==> src/rtl/fdiv_arbiter.sv <==
// rtl/fdiv_arbiter.sv - round-robin front end sharing one Goldschmidt fraction divider between two requesters
// One operation in flight; a divider that never completes is answered with q=0, err=1 after TIMEOUT WAIT cycles.
module fdiv_arbiter #(
  parameter int TIMEOUT = 15
) (
  input  logic        clock,
  input  logic        resetn,
  input  logic        req0_valid,
  input  logic [31:0] req0_a,
  input  logic [31:0] req0_b,
  output logic        req0_ready,
  input  logic        req1_valid,
  input  logic [31:0] req1_a,
  input  logic [31:0] req1_b,
  output logic        req1_ready,
  output logic        rsp0_valid,
  output logic [31:0] rsp0_q,
  output logic        rsp0_err,
  input  logic        rsp0_ready,
  output logic        rsp1_valid,
  output logic [31:0] rsp1_q,
  output logic        rsp1_err,
  input  logic        rsp1_ready,
  output logic        div_start,
  output logic [31:0] div_a,
  output logic [31:0] div_b,
  input  logic        div_busy,
  input  logic        div_ready,
  input  logic [31:0] div_q
);

  localparam int CW = (TIMEOUT < 2) ? 1 : $clog2(TIMEOUT);

  typedef enum logic [1:0] {IDLE, ISSUE, WAIT, RESP} state_t;

  state_t        state;
  logic          owner;
  logic          rr;
  logic [CW-1:0] cnt;
  logic [31:0]   a_r;
  logic [31:0]   b_r;
  logic [31:0]   q_r;
  logic          err_r;
  logic          grant0;
  logic          grant1;
  logic          handshake;

  // Outputs are gated by resetn so they read 0 during the reset cycle, whatever state was left behind.
  always_comb begin
    grant0 = 1'b0;
    grant1 = 1'b0;
    if (resetn && state == IDLE) begin
      grant0 = req0_valid && (!req1_valid || !rr);
      grant1 = req1_valid && (!req0_valid || rr);
    end
  end

  assign req0_ready = grant0;
  assign req1_ready = grant1;

  assign div_start = resetn && (state == ISSUE) && !div_busy;
  assign div_a     = div_start ? a_r : 32'd0;
  assign div_b     = div_start ? b_r : 32'd0;

  assign rsp0_valid = resetn && (state == RESP) && !owner;
  assign rsp1_valid = resetn && (state == RESP) && owner;
  assign rsp0_q     = rsp0_valid ? q_r : 32'd0;
  assign rsp1_q     = rsp1_valid ? q_r : 32'd0;
  assign rsp0_err   = rsp0_valid & err_r;
  assign rsp1_err   = rsp1_valid & err_r;

  assign handshake = owner ? rsp1_ready : rsp0_ready;

  always_ff @(posedge clock) begin
    if (!resetn) begin
      state <= IDLE;
      owner <= 1'b0;
      rr    <= 1'b0;
      cnt   <= '0;
      a_r   <= 32'd0;
      b_r   <= 32'd0;
      q_r   <= 32'd0;
      err_r <= 1'b0;
    end else begin
      case (state)
        IDLE: begin
          if (grant0 || grant1) begin
            owner <= grant1;
            a_r   <= grant1 ? req1_a : req0_a;
            b_r   <= grant1 ? req1_b : req0_b;
            state <= ISSUE;
          end
        end
        ISSUE: begin
          if (!div_busy) begin
            cnt   <= '0;
            state <= WAIT;
          end
        end
        WAIT: begin
          // cnt counts completed WAIT cycles; the TIMEOUT-th empty one gives up.
          if (div_ready) begin
            q_r   <= div_q;
            err_r <= 1'b0;
            state <= RESP;
          end else if (cnt == CW'(TIMEOUT - 1)) begin
            q_r   <= 32'd0;
            err_r <= 1'b1;
            state <= RESP;
          end else begin
            cnt <= cnt + CW'(1);
          end
        end
        RESP: begin
          if (handshake) begin
            rr    <= ~owner;
            state <= IDLE;
          end
        end
        default: state <= IDLE;
      endcase
    end
  end

endmodule

==> config.mk <==
export PLATFORM = sky130hd
export DESIGN_NAME = fdiv_arbiter
export DESIGN_NICKNAME = d
export VERILOG_FILES = /design/src/rtl/fdiv_arbiter.sv
export SDC_FILE = /design/constraint.sdc
export NUM_CORES = 1
export LEC_CHECK = 0
export BUFFER_PORTS_ARGS = -buffer_cell sky130_fd_sc_hd__buf_4
export CAP_MARGIN = 25
export CORE_AREA = 4 4 109 214
export CTS_BUF_LIST = sky130_fd_sc_hd__clkbuf_4
export DETAILED_ROUTE_END_ITERATION = 6
export DIE_AREA = 0 0 113 218
export HOLD_SLACK_MARGIN = 0.03
export PLACE_DENSITY_LB_ADDON = 0.1
export SLEW_MARGIN = 20
export SYNTH_ARGS = -nofsm -noshare
export SYNTH_HDL_FRONTEND = slang
export SYNTH_SLANG_ARGS = --single-unit
export TNS_END_PERCENT = 100
==> constraint.sdc <==
create_clock -name clock -period 2.25 [get_ports clock]
set_input_delay 0.225 -clock clock [delete_from_list [all_inputs] [get_ports clock]]
set_output_delay 0.225 -clock clock [all_outputs]
set_load 0.05 [all_outputs]
Word-level counts from Yosys, hierarchy flattened:

Index checks and enable logic that the tools add are counted.

* word-level logic and storage cells: 69
* register bits after elaboration: 105

* eq/ne operators: 10
* multiplexer cells: 23
* reduce and logical (&&, ||, !) cells: 24
* $add $sub $neg: 1
* bitwise gates (word level): 3

Operator list (number)
* $mux 32: 8
* $mux 4: 3
* $mux 2: 5
* $logic_and 1x1->1: 8
* $ne 2x2->1 const B: 4
* $pmux 2 s4: 1
* $pmux 4 s2: 1
* $reduce_and 4->1: 2
* $reduce_and 2->1: 3
* $logic_not 1->1: 5
* $mux 1: 5
* $add 4x1->4 const B: 1
* $eq 2x2->1 const B: 2
* $eq 4x4->1 const B: 1
* $reduce_bool 2->1: 2
* $logic_or 1x1->1: 3
* $ne 3x3->1 const B: 1
* $and 1x1->1: 2
* $eq 2x1->1 const B: 1
* $logic_not 2->1: 1
* $ne 2x1->1 const B: 1
* $not 1->1: 1

Logic depth before layout (Yosys ltp):

* depth after elaboration: 7
* mapped depth: 8

Worst setup path after synthesis:

Ideal clock, no wire load.

* kind: register to output
* start point: register state[1]
* end point: output rsp0_q[22]
* data arrival time: 1972 ps
* stages on the path, launching flop included: 6
* required time: 2025 ps
* slack: 53 ps
* path through: dfxtp_1 ha_1 nand2_1 nor2_1 clkbuf_1 and2_1

* longest elaborated chain between the ends: 4

RTL lines
* from (decl): line 36 `state_t state;`
* from (signal assigned): line 76 `state <= IDLE;`
* from (signal assigned): line 91 `state <= ISSUE;`
* from (signal assigned): line 97 `state <= WAIT;`
* $eq 2x2->1: line 65 `assign rsp0_valid = resetn && (state == RESP) && !owner;`
* $logic_and 1x1->1 (2 in a row): line 65
* named net rsp0_valid: line 16 `output logic rsp0_valid,`
* $mux 32: line 67 `assign rsp0_q = rsp0_valid ? q_r : 32'd0;`
* to (decl): line 17 `output logic [31:0] rsp0_q,`

The timed path passes the listed nets, and every way through them passes these cells.

Worst setup path after layout:

* start point: register state[0]
* end point: register b_r[21]

* longest elaborated chain between the ends: 5
* elaborated cells between the ends (all ways): 7
* those cells by class: mux (3); reduce/logical (4)

RTL lines
* $logic_not 2->1 (*): line 52, 85
* $logic_and 1x1->1: line 52 `if (resetn && state == IDLE) begin`
* $mux 1: line 52
* $logic_or 1x1->1: line 87 `if (grant0 || grant1) begin`
* $reduce_and 2->1 (no source line)
* to (signal assigned): line 90 `b_r <= grant1 ? req1_b : req0_b;`
* to (decl): line 41 `logic [31:0] b_r;`

Every way passes the cells marked *; elsewhere a longest branch is shown, timed or not.
A chain may end at the register's enable or synchronous reset.

==> impl_metrics.yaml <==
floorplan:
  io_pins: 303
  core_sq_um: 21600
  initial_utilization_pct: 24.6
  die-area_sq_um: 24600
  die_w_microns: 113
  die_h_microns: 218
  fp-row-count: 76
clock_network:
  cts_made_buffers: 9
  cts_root_buf: "clkbuf_4"
  cts_buffer_depth: 2
  cts_tree: "done"
  cts.reportedPaths.clkPinSlew_ns: 0.16
  cts.sinks: 105
  cts-htree-levels: 3
  worst_skew_pair.late_latency_ns: 0.46
place:
  port-buffer-count: 302
  place_hpwl_microns: 14300
  dpl_cell_area_sq_um: 7780
  finalWeightedCongestion: 0.772
job:
  drv_cap: 0
critical_path:
  crit_chain: "clkinvlp_4 > ha_4 > o2111ai_4 > buf_6 > clkbuf_16 > mux2i_1 > dlygate4sd3_1 > a21oi_1"
  crit_fanout: 16
  cp.required_ns: 2.61
  max_stage_delay_ns: 0.57
  worstPathArrival_ns: 2.57
  cp-startpoint: "state[0]$_SDFFE_PN0P_"
  critPathBufInv: 4
  startpoint_type: "register"
  crit_family: "buffers and inverters"
  regToRegStartpoint: "state[0]$_SDFFE_PN0P_"
  path_class: "register to register"
  cp_slowest_cell: "dlygate4sd3_1"
  cp-end-kind: "register"
detailed_routing:
  routed_wl_microns: 22400
  routed-via-count: 5980
  drtAntennaViolNets: 0
  drtIter0Drc: 200
  drc: 0
  dr.pass1.iters: 4
  via_per_inst: 4.54
  wire_per_inst_microns: 17.0
sta:
  fmax_mhz: 452
  rsz0062_at_grt: "yes"
  timing.final.crit_period_ns: 2.21
  relSlewSlack_pct: 55.0
  post-route-period-util_pct: 98.3
  tightest_slew_ns: 0.675
  whs_ns: 0.0703
  finClkSkew_ns: 0.0181
  finalMaxSlewViolations: 0
  setup_tns_ns: 0
  final-hold-violation-count: 0
  setup_viol: 0
logic_synthesis:
  yosys_register_bits: 105
  synthCells: 608
  synth_fp_nets: 783
  syn-cell-area_sq_um: 5310
  synth_largest_area_cell: "dfxtp_1"
  synth_top_area_share_pct: 39.6
  ys_async_sr_fraction_pct: 0
  synth-edff-count: 0
  synth_ff_type: "dfxtp_1"
  avgSynthCellArea_sq_um: 8.73
  yosys.cell_types.count: 34
  synth_common_cells: "and2_1, dfxtp_1, a21oi_1"
  synth_area_leaders: "dfxtp_1, and2_1, mux2i_1"
  yosysWarnings: 0
  ys_seq_area_share_pct: 39.6
  synth_most_common_cell: "and2_1"
min_path:
  min_from: "req1_b[17]"
  hp-class: "primary input to register"
grt:
  grt_pass1_wl_microns: 31400
  grt_pass1_vias: 6047
  grt_use_total_pct: 16.0
  grt_overflow_total: 0
  antenna_found_initial: 1
  grt_max_degree: 58
layout:
  fin_util_pct: 47.0
  area_growth_syn_to_layout_pct: 91.3
  postLayoutCellArea_sq_um: 10200
  nets: 1213
  final_layout_size_suffix_gt1_share_pct: 38.1
  fillCellCount: 2120
power:
  max-vdd-ir-drop_v: 0.000342
  p_per_area_nw_per_um2: 626
  leakagePower_nw: 4.87
run_status:
  outcome: "finished clean"
==> layout by cell type, fill, tap and decap left out, types with 2 or more instances in the layout <==
cell	Yosys	final
a21boi_0	2	2
a21oi_1	68	68
a22oi_1	34	34
and2_1	131	92
and2_4	0	39
buf_12	4	7
buf_4	2	247
buf_6	0	33
buf_8	1	34
bufinv_16	0	2
clkbuf_16	0	5
clkbuf_4	0	11
clkinvlp_4	0	3
dfxtp_1	105	103
dfxtp_4	0	2
dlygate4sd3_1	0	145
ha_1	7	4
ha_4	0	2
inv_1	6	4
inv_2	2	2
mux2i_1	67	67
nand2_1	10	10
nand4b_1	2	2
nor2_1	37	36
o21ai_0	67	67
==> cells by family after synthesis <==
group                    Yosys count  share of synthesized area, %
AND/OR/NAND/NOR                  186                          19.8
AO/OA/AOI/OAI                    181                          19.9
flip-flops                       105                          39.6
multiplexers                      67                          12.6
buffers and inverters             62                          6.48
adder cells (fa/ha/maj)            7                          1.65
==> worst min-delay path: stages <==
cell     delay, ns
buf_4         0.08
mux2i_1       0.05
a21oi_1       0.14
==> through the flow <==
stage,instances,power (mW),worst slack (ns)
after floorplan,608,3.87,0.0529
after global placement,1141,4.57,0.516
after CTS,1305,6.12,0.000568
final,1317,6.36,0.0388
after detailed placement,1141,4.58,0.497
after global routing,1317,6.80,-0.0539
==> layer usage <==
metal | global-route usage, % | routed length [microns] | up-vias
met5 | 0 | 0 | -
met4 | 5.46 | 598 | 0
met1 | 16.1 | 7720 | 2768
li1 | - | - | 2964
met3 | 3.08 | 1240 | 29
met2 | 31.7 | 12900 | 219
==> sequential cells by signal (all words and copies together), names as in the netlist <==
register	cells
b_r	32
state	2
owner	1
rr	1
a_r	32
err_r	1
q_r	32
cnt	4
==> final cells by class <==
type	count	area [sq um]	share of cell area (%)
Sequential cell	105	2110	20.8
Clock buffer	11	82.6	0.813
Antenna cell	1	2.50	0.0246
Timing Repair Buffer	473	4490	44.3
Clock inverter	5	80.1	0.789
Inverter	8	36.3	0.357
Tap cell	273	342	3.36
Multi-Input combinational cell	441	3010	29.6
==> power breakdown <==
| group | internal (mW) | leakage, nW | total, mW | switching (mW) |
|---|---|---|---|---|
| logic | 1.35 | 3.93 | 2.74 | 1.39 |
| registers | 2.26 | 0.861 | 2.51 | 0.250 |
| clock network | 0.475 | 0.0831 | 1.12 | 0.641 |
| total | 4.08 | 4.87 | 6.36 | 2.28 |
==> path summary, 6_finish.rpt <==
| kind | to | slack, ns | depth (start not counted) |
|---|---|---|---|
| setup reg to reg | b_r[21]$_SDFFE_PN0P_ | 0.04 | 8 |
| hold / removal | b_r[17]$_SDFFE_PN0P_ | 0.07 | 3 |
| hold reg to reg | cnt[0]$_SDFFE_PN0P_ | 0.52 | 2 |
| setup / recovery | b_r[21]$_SDFFE_PN0P_ | 0.04 | 8 |
==> timing repair <==
| item | in CTS | in global routing |
|---|---|---|
| setup endpoints to repair | 131 | 168 |
| setup buffers | 0 | 4 |
| gates resized for setup | 43 | 117 |
| hold buffers | 147 | 0 |
| pin swaps | 0 | 19 |
| cloned | 1 | 8 |
| endpoints found under the hold margin | 91 | 0 |
(Power assumes the default switching activity.)
